$ cat config.mk
export PLATFORM = sky130hd
export DESIGN_NAME = pipe_hazard_ctrl_flat
export DESIGN_NICKNAME = d
export VERILOG_FILES = /design/src/rtl/pipe_hazard_ctrl_pkg.sv /design/src/rtl/pipe_hazard_ctrl_if.sv /design/src/rtl/pipe_hazard_ctrl_sat_counter.sv /design/src/rtl/pipe_hazard_ctrl.sv /design/src/flat_wrapper.sv
export SDC_FILE = /design/constraint.sdc
export NUM_CORES = 1
export LEC_CHECK = 0
export ABC_CLOCK_PERIOD_IN_PS = 2500
export CORE_UTILIZATION = 45
export DETAILED_ROUTE_END_ITERATION = 7
export GPL_ROUTABILITY_DRIVEN = 0
export PLACE_DENSITY_LB_ADDON = 0.2
export SKIP_LAST_GASP = 1
export SYNTH_ARGS = -nofsm -noshare
export SYNTH_HDL_FRONTEND = slang
export SYNTH_SLANG_ARGS = --single-unit
$ cat constraint.sdc
create_clock -name clk_in -period 2.5 [get_ports clk_in]
set_clock_uncertainty 0.2 [all_clocks]
set_input_delay 0.5 -clock clk_in [delete_from_list [all_inputs] [get_ports clk_in]]
set_output_delay 0.5 -clock clk_in [all_outputs]
set_load 0.01 [all_outputs]
$ cat src/rtl/pipe_hazard_ctrl_pkg.sv
// pipe_hazard_ctrl_pkg: stage indices, width helper and prefix-mask encoder shared by the hazard controller
package pipe_hazard_ctrl_pkg;
  localparam int STG_IF = 0;
  localparam int STG_ID = 1;
  localparam int STG_EX = 2;
  localparam int STG_MEM = 3;
  localparam int STG_WB = 4;
  localparam int DEF_STAGES = 5;
  function automatic int clog2(input int n);
    int r = 0;
    while ((1 << r) < n) r++;
    return r;
  endfunction
  // bits 0..idx set; used for both the stall prefix and the flush mask
  function automatic logic [31:0] thermo(input int idx);
    logic [31:0] t;
    for (int i = 0; i < 32; i++) t[i] = (i <= idx);
    return t;
  endfunction
endpackage

$ cat src/rtl/pipe_hazard_ctrl_if.sv
// pipe_hazard_ctrl_if: request/response bundle between the core pipeline and the hazard controller
interface pipe_hazard_ctrl_if import pipe_hazard_ctrl_pkg::*; #(
  parameter int NUM_STAGES = DEF_STAGES,
  parameter int NUM_REQ = 3,
  parameter int CNT_W = 32,
  parameter int SW = clog2(NUM_STAGES)
) ();
  logic rdy_in;
  logic [NUM_REQ*NUM_STAGES-1:0] stall_req_in;
  logic flush_valid_in;
  logic [SW-1:0] flush_stage_in;
  logic [NUM_STAGES-1:0] stall_out;
  logic [NUM_STAGES-1:0] bubble_out;
  logic [NUM_STAGES-1:0] flush_out;
  logic [CNT_W-1:0] stall_cycles_out;
  logic wdog_err_out;
  modport master (
    output rdy_in, stall_req_in, flush_valid_in, flush_stage_in,
    input stall_out, bubble_out, flush_out, stall_cycles_out, wdog_err_out
  );
  modport slave (
    input rdy_in, stall_req_in, flush_valid_in, flush_stage_in,
    output stall_out, bubble_out, flush_out, stall_cycles_out, wdog_err_out
  );
endinterface

$ cat src/rtl/pipe_hazard_ctrl_sat_counter.sv
// pipe_hazard_ctrl_sat_counter: saturating up-counter with synchronous clear
module pipe_hazard_ctrl_sat_counter #(
  parameter int W = 8,
  parameter logic [W-1:0] MAX = '1
) (
  input  logic clk_in,
  input  logic rst_n_in,
  input  logic i_inc,
  input  logic i_clr,
  output logic [W-1:0] o_q
);
  always_ff @(posedge clk_in or negedge rst_n_in)
    if (!rst_n_in) o_q <= '0;
    else if (i_clr) o_q <= '0;
    else if (i_inc && o_q != MAX) o_q <= o_q + 1'b1;
endmodule

$ cat src/rtl/pipe_hazard_ctrl.sv
// pipe_hazard_ctrl: merges stall requests into a prefix stall, inserts bubbles, stretches flushes, counts stalls
module pipe_hazard_ctrl import pipe_hazard_ctrl_pkg::*; #(
  parameter int NUM_STAGES = DEF_STAGES,
  parameter int NUM_REQ = 3,
  parameter int FLUSH_LEN = 2,
  parameter int CNT_W = 32,
  parameter int WDOG_LIMIT = 1024
) (
  input logic clk_in,
  input logic rst_n_in,
  pipe_hazard_ctrl_if.slave bus
);
  localparam int SW = clog2(NUM_STAGES);
  logic [NUM_STAGES-1:0] w_req, w_stall_raw, w_bub_raw, w_fmask, w_flush, w_stall, w_bub;
  logic [SW-1:0] w_deep, w_fs;
  logic w_any, w_acc;
  logic [3:0] r_cnt;
  logic [NUM_STAGES-1:0] r_mask;
  logic [15:0] w_wcnt;
  logic r_wdog;
  always_comb begin
    w_req = '0;
    w_deep = '0;
    for (int r = 0; r < NUM_REQ; r++) w_req = w_req | bus.stall_req_in[r*NUM_STAGES +: NUM_STAGES];
    for (int s = 0; s < NUM_STAGES; s++) if (w_req[s]) w_deep = SW'(s);
  end
  assign w_any = |w_req;
  assign w_stall_raw = w_any ? NUM_STAGES'(thermo(int'(w_deep))) : '0;
  // the bubble sits just above the top of the stall prefix; it falls off the end for the oldest stage
  assign w_bub_raw = (w_stall_raw << 1) & ~w_stall_raw;
  assign w_fs = (int'(bus.flush_stage_in) > NUM_STAGES - 1) ? SW'(NUM_STAGES - 1) : bus.flush_stage_in;
  assign w_fmask = NUM_STAGES'(thermo(int'(w_fs)));
  assign w_acc = bus.flush_valid_in & bus.rdy_in;
  assign w_flush = bus.rdy_in ? ((r_cnt != 4'd0 ? r_mask : '0) | (w_acc ? w_fmask : '0)) : '0;
  assign w_stall = bus.rdy_in ? (w_stall_raw & ~w_flush) : '1;
  assign w_bub = bus.rdy_in ? (w_bub_raw & ~w_flush) : '0;
  always_ff @(posedge clk_in or negedge rst_n_in)
    if (!rst_n_in) begin
      r_cnt <= '0;
      r_mask <= '0;
    end else if (w_acc) begin
      r_cnt <= 4'(FLUSH_LEN - 1);
      r_mask <= w_flush;
    end else if (bus.rdy_in && r_cnt != 4'd0) begin
      r_cnt <= r_cnt - 4'd1;
      r_mask <= r_cnt == 4'd1 ? '0 : r_mask;
    end
  pipe_hazard_ctrl_sat_counter #(.W(CNT_W)) u_cyc (
    .clk_in(clk_in), .rst_n_in(rst_n_in), .i_inc(bus.rdy_in & w_stall[STG_IF]),
    .i_clr(1'b0), .o_q(bus.stall_cycles_out)
  );
  pipe_hazard_ctrl_sat_counter #(.W(16), .MAX(16'(WDOG_LIMIT))) u_wdog (
    .clk_in(clk_in), .rst_n_in(rst_n_in), .i_inc(bus.rdy_in & w_any),
    .i_clr(bus.rdy_in & ~w_any), .o_q(w_wcnt)
  );
  // set on the edge that brings the count to the limit, not one later
  always_ff @(posedge clk_in or negedge rst_n_in)
    if (!rst_n_in) r_wdog <= 1'b0;
    else r_wdog <= r_wdog | (bus.rdy_in & w_any & (w_wcnt >= 16'(WDOG_LIMIT - 1)));
  assign bus.stall_out = rst_n_in ? w_stall : '0;
  assign bus.bubble_out = rst_n_in ? w_bub : '0;
  assign bus.flush_out = rst_n_in ? w_flush : '0;
  assign bus.wdog_err_out = r_wdog;
endmodule

$ cat src/flat_wrapper.sv
// flat-port wrapper written by rule: the top's interface ports become plain ports
module pipe_hazard_ctrl_flat import pipe_hazard_ctrl_pkg::*;
#(
  parameter int NUM_STAGES = DEF_STAGES,
  parameter int NUM_REQ = 3,
  parameter int FLUSH_LEN = 2,
  parameter int CNT_W = 32,
  parameter int WDOG_LIMIT = 1024
)
  (clk_in, rst_n_in, bus_rdy_in, bus_stall_req_in, bus_flush_valid_in, bus_flush_stage_in, bus_stall_out, bus_bubble_out, bus_flush_out, bus_stall_cycles_out, bus_wdog_err_out);
  pipe_hazard_ctrl_if #(.NUM_STAGES(NUM_STAGES), .NUM_REQ(NUM_REQ), .CNT_W(CNT_W)) bus_i ();
  input logic clk_in;
  input logic rst_n_in;
  input wire logic [$bits(bus_i.rdy_in)-1:0] bus_rdy_in;
  input wire logic [$bits(bus_i.stall_req_in)-1:0] bus_stall_req_in;
  input wire logic [$bits(bus_i.flush_valid_in)-1:0] bus_flush_valid_in;
  input wire logic [$bits(bus_i.flush_stage_in)-1:0] bus_flush_stage_in;
  output wire logic [$bits(bus_i.stall_out)-1:0] bus_stall_out;
  output wire logic [$bits(bus_i.bubble_out)-1:0] bus_bubble_out;
  output wire logic [$bits(bus_i.flush_out)-1:0] bus_flush_out;
  output wire logic [$bits(bus_i.stall_cycles_out)-1:0] bus_stall_cycles_out;
  output wire logic [$bits(bus_i.wdog_err_out)-1:0] bus_wdog_err_out;
  assign bus_i.rdy_in = bus_rdy_in;
  assign bus_i.stall_req_in = bus_stall_req_in;
  assign bus_i.flush_valid_in = bus_flush_valid_in;
  assign bus_i.flush_stage_in = bus_flush_stage_in;
  assign bus_stall_out = bus_i.stall_out;
  assign bus_bubble_out = bus_i.bubble_out;
  assign bus_flush_out = bus_i.flush_out;
  assign bus_stall_cycles_out = bus_i.stall_cycles_out;
  assign bus_wdog_err_out = bus_i.wdog_err_out;
  pipe_hazard_ctrl #(.NUM_STAGES(NUM_STAGES), .NUM_REQ(NUM_REQ), .FLUSH_LEN(FLUSH_LEN), .CNT_W(CNT_W), .WDOG_LIMIT(WDOG_LIMIT)) u_core (.clk_in(clk_in), .rst_n_in(rst_n_in), .bus(bus_i));
endmodule
==> results by group, run 1 <==
Status
  • Status: finished with violations
  • Violated checks: negative setup slack

Pwr
  • LEAKAGE: 2.29 nW
  • Flop pwr share: 39.5%
  • Final Power: 3.15 mW
  • Pwr/cell area: 609 nW/µm²
  • Logic gate share of total power: 35.8%
  • Pint: 2.09 mW
  • Clk pwr share: 24.7%
  • Worst VDD drop: 0.490 mV
  • Sw Share: 33.6%
  • NetSw: 1.06 mW

Timing
  • FMAX: 0.350 GHz
  • Slack of the critical path: -0.354 ns
  • Minimum clock period after layout: 2.85 ns
  • Final Hold Fails: 0
  • Worst relative slew slack: 53.0%
  • RSZ-0062 raised after global routing: yes
  • Crit share post-route: 114%
  • Worst Tran Pin Value: 0.700 ns
  • Pins Over Slew Limit: 0
  • # setup viols final: 19

Routing
  • Via count: 3364
  • Detail Route Antenna Nets: 0
  • Metal2 WL: 5080 µm
  • DR DRC count: 0
  • Drt initial violations: 183
  • M1 WL: 4350 µm
  • Final wirelength: 10100 µm
  • Met3 WL: 508 µm
  • Routed wire per std cell: 17.0 µm
  • Top layer reached by signal wires: met4
  • Total iterations of the first detailed-routing run: 4
  • Vias per std cell: 5.65

Synth
  • Adder-Cell Fraction of Synth Area: 1.89%
  • Synth Area in XOR/XNOR: 7.93%
  • Synth Register Bits: 58
  • Synth Net Count: 387
  • Post-synthesis mux area share: 2.11%
  • Simple-Gate Fraction of Synth Area: 27.8%
  • Post-synthesis sequential area ratio: 43.8%
  • Post-synth top flop: dfrtp_1
  • Post-synthesis compound-gate area fraction: 12.8%
  • Netlist cell types: 52
  • Largest family of logic cells by synthesized area: simple AND/OR/NAND/NOR gates
  • Mean Syn Cell Area: 9.21 µm²
  • Post-Synthesis Cell Area: 3310 µm²
  • Async set or reset register ratio after synthesis: 100%
  • Number of flops mapped to enable cells by yosys: 0
  • Mapped Cells: 360
  • Yosys warnings: 0

Global routing
  • Largest net degree at the start of global routing: 27
  • Congestion Overflow GR: 0
  • Overall global routing resource usage: 26.4%
  • First-pass GRT wire length: 15600 µm
  • Initial antenna violation count: 0
  • Number of global-route vias before repair: 3364

Final layout
  • Finished Layout Cells: 595
  • Layout area overhead: 56.1%
  • Fillers: 467
  • Commonest non-fill, non-tap cell in the layout: dfrtp_1
  • Fin util: 74.5%
  • Layout cells sized above 1: 30.5%
  • Final net count: 522
  • Most frequent cells in the layout: dfrtp_1, buf_4, clkdlybuf4s50_1
  • Diodes inserted: 0

Critical path
  • CP arrival: 2.15 ns
  • Top cell by count, worst path: buf_6
  • CP Launch Type: flop
  • Crit path kind: reg2out
  • Max incr delay on CP: 0.39 ns
  • Crit end category: output port
  • Worst path bufs/invs: 5
  • Slowest-stage cell, CP: dfrtp_1
  • CP Max Fanout: 3
  • Worst setup startpoint: u_core.r_cnt[0]
  • Worst-path cell chain: inv_2 > ha_4 > or3b_4 > and2_4 > buf_6 > a21oi_4 > buf_4 > buf_6 > nor2b_4 > buf_6
  • WP data required: 1.80 ns
  • FF-to-FF Start: u_core.r_cnt[0]
  • Top Family by Delay on Critical Path: simple AND/OR/NAND/NOR gates

Place
  • Hpwl dp: 6450 µm
  • Port Buffers: 68
  • Dpl cells: 566

Die
  • Die Span X: 87.8 µm
  • Core area: 6940 µm²
  • Starting Density: 47.7%
  • # IOs: 70
  • Cell Rows: 30
  • Die height: 87.8 µm
  • Full die area: 7710 µm²

CTS
  • Reg clk slew, reported paths: 0.07 ns
  • TritonCTS clock tree: yes
  • CTS Buffer Depth: 2
  • H-tree levels: 3
  • Clock sinks: 58
  • Clock Latency Late Sink: 0.35 ns
  • Root Buffer: clkbuf_8
  • CTS buffer count: 9

Worst hold path
  • HP Class: reg2reg
  • Worst Min Path Start: u_core.bus.wdog_err_out

Flow run
  • Max_cap viols: 0
==> final timing paths <==
path                                                end  slack (ns)  depth (start not counted)
worst max register to register     u_core.u_cyc.o_q[31]       -0.06                         10
worst max-delay path                   bus_flush_out[1]       -0.35                         10
worst min-delay path            u_core.bus.wdog_err_out        0.28                          1
min in group asynchronous         u_core.u_wdog.o_q[12]        0.46                          3
max in group asynchronous               u_core.r_cnt[3]        1.04                          4
worst min register to register  u_core.bus.wdog_err_out        0.28                          1
==> worst reg2reg max path: cells and delay by family (launching register included) <==
family	cells	cell delay, ns
AND/OR/NAND/NOR	2	0.58
buffers and inverters	4	0.57
flip-flops	1	0.39
multiplexers	1	0.33
AO/OA/AOI/OAI	2	0.25
adder cells (fa/ha/maj)	1	0.13
==> stage by stage <==
step	area (µm²)	TNS [ns]	setup WS, ns	hold slack [ns]
floorplan	3330	-0.0995	-0.0481	0.00441
global placement	4520	-16.18	-0.571	0.269
detailed placement	4520	-18.03	-0.649	0.269
CTS	4970	-4.07	-0.375	0.292
global route	5170	-5.89	-0.436	0.306
finish	5170	-4.16	-0.354	0.283
==> power by group through the flow <==
stage          logic, mW  clock network [mW]  registers (mW)
4_1_cts             1.03               0.781            1.23
2_1_floorplan      0.389                   0            1.25
6_report            1.13               0.778            1.25
3_3_place_gp       0.889                   0            1.23
3_5_place_dp       0.897                   0            1.23
5_1_grt             1.21               0.818            1.26
==> state kept, by name, summed over array words and instances (netlist names) <==
register                 cells
u_core.r_cnt                 4
u_core.bus.wdog_err_out      1
u_core.u_cyc.o_q            32
u_core.r_mask                5
u_core.u_wdog.o_q           16
==> synth_stat cells (all sizes together), types with 2 or more instances <==
master	number	share of area [%]
nand3	17	2.6
nor2b	9	1.7
a21o	2	0.45
dfrtp	58	44
nor3	31	5.0
and2	2	0.38
or3	5	0.94
a22o	5	1.3
nand4	11	2.5
clkbuf	8	0.91
inv	15	1.7
xnor2	6	1.6
nor2	20	2.3
a21boi	3	0.68
o21bai	2	0.45
a22oi	3	0.68
a21oi	18	2.7
o21ai	19	3.0
nand2	32	3.6
and4	7	1.8
nor4	12	2.3
nor3b	2	0.45
xor2	24	6.3
o2bb2ai	5	1.3
o2111ai	2	0.53
buf	5	1.0
o31ai	2	0.45
nor4b	5	1.5
mux2	5	1.8
and3	8	1.5
ha	5	1.9
==> logic make-up (layout without fill, tap and decap cells) <==
| kind of cell | after synthesis | after routing |
|---|---|---|
| fa+ha+maj | 5 | 5 |
| simple gates | 166 | 166 |
| compound gates | 66 | 66 |
| buf+inv | 28 | 167 |
| xor+xnor | 30 | 30 |
| other cells | 1 | 1 |
| flops | 58 | 58 |
| mux | 6 | 6 |
==> timing repair <==
| item | CTS | global route |
|---|---|---|
| resized for setup | 107 | 33 |
| endpoints found under the hold margin | 8 | 0 |
| pin swaps | 15 | 14 |
| hold buffers | 1 | 0 |
| setup buffers | 9 | 4 |
| setup endpoints to repair | 41 | 44 |
==> final cells by class <==
cell class	count	area (µm²)	share of cell area, %
clock buffer	12	155	3.00
timing repair buffer	137	1220	23.6
multi-input combinational	274	2160	41.7
clock inverter	3	15.0	0.290
sequential	58	1450	28.1
tap	96	120	2.32
inverter	15	56.3	1.09
==> metal layers <==
| metal | vias up | track usage [%] |
|---|---|---|
| met5 | - | 0 |
| met2 | 102 | 44.5 |
| met1 | 1667 | 32.4 |
| li1 | 1579 | - |
| met3 | 16 | 6.03 |
| met4 | 0 | 11.9 |
Note: power is estimated with default switching activity, not from simulation.
==> run 2, diff against run 1 <==
--- a/config.mk
+++ b/config.mk
@@ -5,9 +5,12 @@
 export SDC_FILE = /design/constraint.sdc
 export NUM_CORES = 1
 export LEC_CHECK = 0
+export ABC_AREA = 1
 export ABC_CLOCK_PERIOD_IN_PS = 2500
+export CORE_ASPECT_RATIO = 1.2
 export CORE_UTILIZATION = 45
 export DETAILED_ROUTE_END_ITERATION = 7
+export DONT_BUFFER_PORTS = 1
 export GPL_ROUTABILITY_DRIVEN = 0
 export PLACE_DENSITY_LB_ADDON = 0.2
 export SKIP_LAST_GASP = 1
==> run 2 against run 1 <==
Synthesized area rose by 24%. Register-to-register slack gained 0.33 ns. Worst setup slack improved by 0.39 ns. Power fell by 2.3%. Routed wire length grew 1.5%. The run now ends clean. Highest routed layer unchanged. Non-clock buffer count fell by 122. Hold slack worse by 0.12 ns. Sequential power increased by 4%. Core utilization fell by 23 points. Combinational power decreased by 24%. First-iteration DRC count shrank 25%.
==> results by group, run 2 <==
Timing
  • RSZ-0062 raised after global routing: yes
  • Minimum clock period after layout: 2.46 ns
  • FMAX: 0.406 GHz
  • Pins Over Slew Limit: 0
  • Slack of the critical path: 0.0385 ns
  • Crit share post-route: 98.5%
  • Final Hold Fails: 0
  • Worst relative slew slack: 52.5%
  • # setup viols final: 0
  • Worst Tran Pin Value: 0.710 ns

Place
  • DP Worst Slack: 0.233 ns
  • Port Buffers: 0
  • Hpwl dp: 7550 µm
  • Dpl cells: 739

Pwr
  • Logic gate share of total power: 28.1%
  • LEAKAGE: 2.25 nW
  • Clk pwr share: 29.8%
  • Final Power: 3.08 mW
  • Worst VDD drop: 0.359 mV
  • Pwr/cell area: 679 nW/µm²
  • Flop pwr share: 42.1%
  • Sw Share: 37.3%
  • Pint: 1.93 mW
  • NetSw: 1.15 mW

Synth
  • Mapped Cells: 623
  • Netlist cell types: 38
  • Top-area cell type share of the netlist area: 35.2%
  • Synth Register Bits: 58
  • Synth Net Count: 650
  • Area contributors post-synth: dfrtp_1, nand2_1, nor2_1, inv_1, xor2_1
  • Post-synth top flop: dfrtp_1
  • Post-synthesis sequential area ratio: 35.2%
  • Count leader, synth: nand2_1
  • Async set or reset register ratio after synthesis: 100%
  • Top cells by count, synth: nand2_1, nor2_1, dfrtp_1
  • Mean Syn Cell Area: 6.62 µm²
  • Number of flops mapped to enable cells by yosys: 0
  • Synth area leader: dfrtp_1
  • Post-Synthesis Cell Area: 4130 µm²
  • Yosys warnings: 0

Global routing
  • Number of global-route vias before repair: 3736
  • Congestion Overflow GR: 0
  • Largest net degree at the start of global routing: 59
  • First-pass GRT wire length: 17200 µm
  • Initial antenna violation count: 0
  • Overall global routing resource usage: 23.8%

Routing
  • Drt initial violations: 138
  • Routed wire per std cell: 13.6 µm
  • Vias per std cell: 5.03
  • Total iterations of the first detailed-routing run: 4
  • Via count: 3809
  • Final wirelength: 10300 µm
  • Detail Route Antenna Nets: 0
  • DR DRC count: 0

Final layout
  • Fillers: 900
  • Commonest non-fill, non-tap cell in the layout: nand2_1
  • Final net count: 663
  • Top Registers: u_core.u_cyc.o_q (32), u_core.u_wdog.o_q (16), u_core.r_mask (5)
  • Finished Layout Cells: 758
  • Diodes inserted: 0
  • Most frequent cells in the layout: nand2_1, nor2_1, dfrtp_1
  • Max FFs per register: 32
  • Fin util: 51.8%
  • Layout cells sized above 1: 10.9%
  • Top reg by flops: u_core.u_cyc.o_q
  • Layout area overhead: 9.86%

Die
  • Die Span X: 89.4 µm
  • Core area: 8750 µm²
  • Cell Rows: 37
  • Starting Density: 47.1%
  • # IOs: 70
  • Full die area: 9560 µm²
  • Die height: 107 µm

Flow run
  • Max_cap viols: 0

CTS
  • Clock sinks: 58
  • CTS buffer count: 9
  • Reg clk slew, reported paths: 0.07 ns
  • TritonCTS clock tree: yes
  • Clock Latency Late Sink: 0.36 ns
  • Root Buffer: clkbuf_8
  • CTS Buffer Depth: 2
  • H-tree levels: 3

Worst hold path
  • HP Class: in2reg

Critical path
  • Max incr delay on CP: 0.39 ns
  • CP Max Fanout: 4
  • Worst-path cell chain: inv_2 > ha_2 > nand3_2 > a22oi_1 > and3_1
  • CP Launch Type: flop
  • Crit end category: output port
  • CP arrival: 1.76 ns
  • Slowest-stage cell, CP: dfrtp_1
  • WP data required: 1.80 ns
  • Crit path kind: reg2out
  • Top Family by Delay on Critical Path: simple AND/OR/NAND/NOR gates
  • Worst path bufs/invs: 1

Status
  • Status: finished, final reports clean
==> run 2: cell type report <==
| class | count | area (µm²) | area share [%] |
|---|---|---|---|
| multi-input combinational | 498 | 2390 | 52.8 |
| sequential | 58 | 1450 | 32.0 |
| inverter | 54 | 203 | 4.47 |
| clock buffer | 11 | 151 | 3.34 |
| tap | 117 | 146 | 3.23 |
| timing repair buffer | 15 | 135 | 2.98 |
| clock inverter | 5 | 52.6 | 1.16 |
==> run 2: worst paths after layout <==
path / cells after the start / to / slack (ns) / start
max: 5 / bus_bubble_out[4] / 0.04 / u_core.r_cnt[0]
min: 2 / u_core.bus.wdog_err_out / 0.16 / bus_rdy_in
max reg2reg: 10 / u_core.u_cyc.o_q[25] / 0.27 / u_core.r_cnt[0]
min reg2reg: 1 / u_core.r_cnt[3] / 0.27 / u_core.r_cnt[3]
max in group asynchronous: 2 / u_core.u_wdog.o_q[15] / 1.35 / rst_n_in
min in group asynchronous: 2 / u_core.u_cyc.o_q[2] / 0.50 / rst_n_in
==> run 2: what timing repair did <==
action | in CTS | in global routing
pin swaps | 0 | 1
hold buffers | 2 | 0
setup buffers | 0 | 1
endpoints found under the hold margin | 58 | 0
endpoints found under the setup margin | 3 | 15
gates resized for setup | 1 | 14
==> run 2: power by group through the flow <==
| stage | clock (mW) | combinational [mW] | sequential (mW) |
|---|---|---|---|
| 3_3_place_gp | 0 | 0.783 | 1.30 |
| 4_1_cts | 0.934 | 0.839 | 1.29 |
| 2_1_floorplan | 0 | 0.686 | 1.27 |
| 3_5_place_dp | 0 | 0.808 | 1.31 |
| 6_report | 0.918 | 0.864 | 1.30 |
| 5_1_grt | 0.965 | 0.988 | 1.33 |
==> run 2: worst reg2reg max path, cell delays in order (launching register included) <==
cell and delay [ns]:
dfrtp_1 0.39, inv_2 0.08, ha_2 0.19, nand3_2 0.12, nand2_4 0.11, nand2_1 0.08, nand2_2 0.12, nand3_2 0.10
nor2_4 0.56, nand2_1 0.14, nand2_1 0.09
==> run 2: cells by family (layout without fill, tap and decap cells) <==
logic type,count (synthesis),after routing,share of synthesized area (%)
AND/OR/NAND/NOR,439,439,46.1
buffers and inverters,67,85,7.89
flip-flops,58,58,35.2
AO/OA/AOI/OAI,29,29,4.09
XOR/XNOR,24,24,5.10
adder cells (fa/ha/maj),5,5,1.52
other,1,1,0.0909
==> run 2: through the flow <==
step                      area (µm²)  TNS [ns]  hold WS, ns
after floorplan                 4130         0      0.00441
after global placement          4240         0      0.00606
after detailed placement        4240         0      0.00558
after CTS                       4480   -0.0235        0.138
after global routing            4530    -0.174        0.202
final                           4530         0        0.162
==> run 2: layer usage <==
layer | share of wire, % | global-route usage [%] | wire length, µm
met5 | 0 | 0 | 0
met4 | 3.1 | 12.7 | 322
met3 | 5.2 | 4.31 | 536
met2 | 51 | 41.2 | 5200
met1 | 41 | 27.2 | 4230
==> run 3, diff against run 2 <==
--- a/config.mk
+++ b/config.mk
@@ -8,7 +8,7 @@
 export ABC_AREA = 1
 export ABC_CLOCK_PERIOD_IN_PS = 2500
 export CORE_ASPECT_RATIO = 1.2
-export CORE_UTILIZATION = 45
+export CORE_UTILIZATION = 50
 export DETAILED_ROUTE_END_ITERATION = 7
 export DONT_BUFFER_PORTS = 1
 export GPL_ROUTABILITY_DRIVEN = 0
==> run 3 against run 2 <==
The flow now finishes with violations (design-rule violations). Sequential share of layout area barely moved. Combinational power grew 3.1%. Power rose by 6.1%. Core utilization grew 6.0 points. Hold slack better by 0.018 ns. Flip-flop and latch count unchanged. Largest power group unchanged. Critical path type unchanged. Maximum frequency rose by 2.0%.
==> results by group, run 3 (synthesis results as in run 2) <==
Status
  • Status: finished with violations
  • Violated checks: design-rule violations

Timing
  • Pins Over Slew Limit: 0
  • # setup viols final: 0
  • Worst Tran Pin Value: 0.703 ns
  • Setup TNS: 0 ns
  • Crit share post-route: 96.5%
  • Final Hold Fails: 0
  • Hold Slack: 0.180 ns
  • Worst relative slew slack: 53.0%
  • Minimum clock period after layout: 2.41 ns
  • FMAX: 0.415 GHz

CTS
  • H-tree levels: 3
  • Reg clk slew, reported paths: 0.08 ns
  • Clock Latency Late Sink: 0.35 ns
  • Root Buffer: clkbuf_8
  • Clock sinks: 58
  • CTS Buffer Depth: 2
  • TritonCTS clock tree: yes
  • CTS buffer count: 9

Routing
  • Total iterations of the first detailed-routing run: 7
  • Detail Route Antenna Nets: 0
  • Routed wire per std cell: 13.7 µm
  • Final wirelength: 9990 µm
  • Drt initial violations: 194
  • Vias per std cell: 5.31
  • DR DRC count: 4
  • Via count: 3877

Final layout
  • Sequential cell area: 1450 µm²
  • Max FFs per register: 32
  • Area of the multi-input gates: 2400 µm²
  • Layout cells sized above 1: 10.0%
  • Most frequent cells in the layout: nand2_1, nor2_1, dfrtp_1
  • Diodes inserted: 0
  • Commonest non-fill, non-tap cell in the layout: nand2_1
  • Final net count: 660
  • Top reg by flops: u_core.u_cyc.o_q
  • Fin area: 4530 µm²
  • Fillers: 728
  • Layout area overhead: 9.77%
  • Top Registers: u_core.u_cyc.o_q (32), u_core.u_wdog.o_q (16), u_core.r_mask (5)

Pwr
  • Pwr/cell area: 721 nW/µm²
  • Final Power: 3.27 mW
  • LEAKAGE: 2.24 nW
  • Worst VDD drop: 0.419 mV

Place
  • Port Buffers: 0
  • Area after DPL: 4180 µm²
  • Hpwl dp: 7290 µm

Flow run
  • Max_cap viols: 0

Die
  • Full die area: 8620 µm²
  • Cell Rows: 35
  • Die Span X: 84.9 µm
  • Starting Density: 52.6%
  • # IOs: 70
  • Core area: 7840 µm²
  • Die height: 102 µm

Worst hold path
  • HP Class: in2reg

Critical path
  • Worst-path cell chain: inv_2 > ha_4 > nand3_4 > nand2_4 > buf_4 > o21ai_2 > inv_1 > nor2_2
  • CP arrival: 1.71 ns
  • WP data required: 1.80 ns
  • Crit end category: output port
  • Crit path kind: reg2out
  • CP Max Fanout: 6
  • CP Launch Type: flop
  • Max incr delay on CP: 0.37 ns
  • Slowest-stage cell, CP: dfrtp_1

Global routing
  • Number of global-route vias before repair: 3655
  • First-pass GRT wire length: 16900 µm
  • Initial antenna violation count: 0
  • Overall global routing resource usage: 24.9%
  • Largest net degree at the start of global routing: 59
  • Congestion Overflow GR: 0
-- run 3: cell count changes in the layout (fill, tap and decap cells not counted), sizes merged --
cell,change
buf,-3
bufinv,+2
clkbuf,-2
clkinvlp,+2
clkinv,-2
-- run 3: area by class of cell --
type | instances | area share [%]
clock buffer | 9 | 2.74
clock inverter | 7 | 2.60
inverter | 54 | 4.48
multi-input combinational | 498 | 53.1
sequential | 58 | 32.1
tap | 92 | 2.54
timing repair buffer | 12 | 2.49
-- run 3: path summary, 6_finish.rpt --
| check | to | slack (ns) | startpoint | depth (start not counted) |
|---|---|---|---|---|
| worst max-delay path | bus_flush_out[3] | 0.09 | u_core.r_cnt[1] | 8 |
| worst min-delay path | u_core.bus.wdog_err_out | 0.18 | bus_rdy_in | 2 |
| worst max register to register | u_core.u_cyc.o_q[18] | 0.23 | u_core.u_cyc.o_q[1] | 10 |
| worst min register to register | u_core.r_cnt[3] | 0.29 | u_core.r_cnt[3] | 1 |
| max in group asynchronous | u_core.r_mask[2] | 1.38 | rst_n_in | 2 |
| min in group asynchronous | u_core.u_cyc.o_q[0] | 0.48 | rst_n_in | 2 |
-- run 3: through the flow --
step	util, %	instances	setup slack (ns)
after floorplan	-	623	0.237
final	57.8	730	0.0876
after CTS	57.0	728	-0.0337
after global placement	53.3	710	0.287
after global routing	57.8	730	-0.0112
after detailed placement	53.3	710	0.226
-- run 3: repair_timing --
action	CTS	global route
buffers inserted	0	2
endpoints found under the setup margin	5	22
hold endpoints to repair	58	0
cloned	0	0
gates resized for setup	4	10
hold buffers	2	0
pin swaps	0	3
-- run 3: critical path: cells and delay by family (launching register included) --
family                   cells  cell delay, ns
buffers and inverters        3            0.31
AO/OA/AOI/OAI                1            0.19
flip-flops                   1            0.37
adder cells (fa/ha/maj)      1            0.17
AND/OR/NAND/NOR              3            0.33
-- run 3: layer usage --
metal	GRT usage [%]	vias to the layer above	wire, µm
met4	12.1	0	303
met5	0	-	0
met2	47.0	120	5170
met1	27.4	1774	4020
li1	-	1959	-
met3	3.59	24	493
-- run 3: power breakdown --
part	internal [mW]	switching, mW	total (mW)	leakage (nW)
logic	0.339	0.552	0.891	1.35
clock network	0.660	0.417	1.08	0.111
registers	1.10	0.199	1.30	0.776
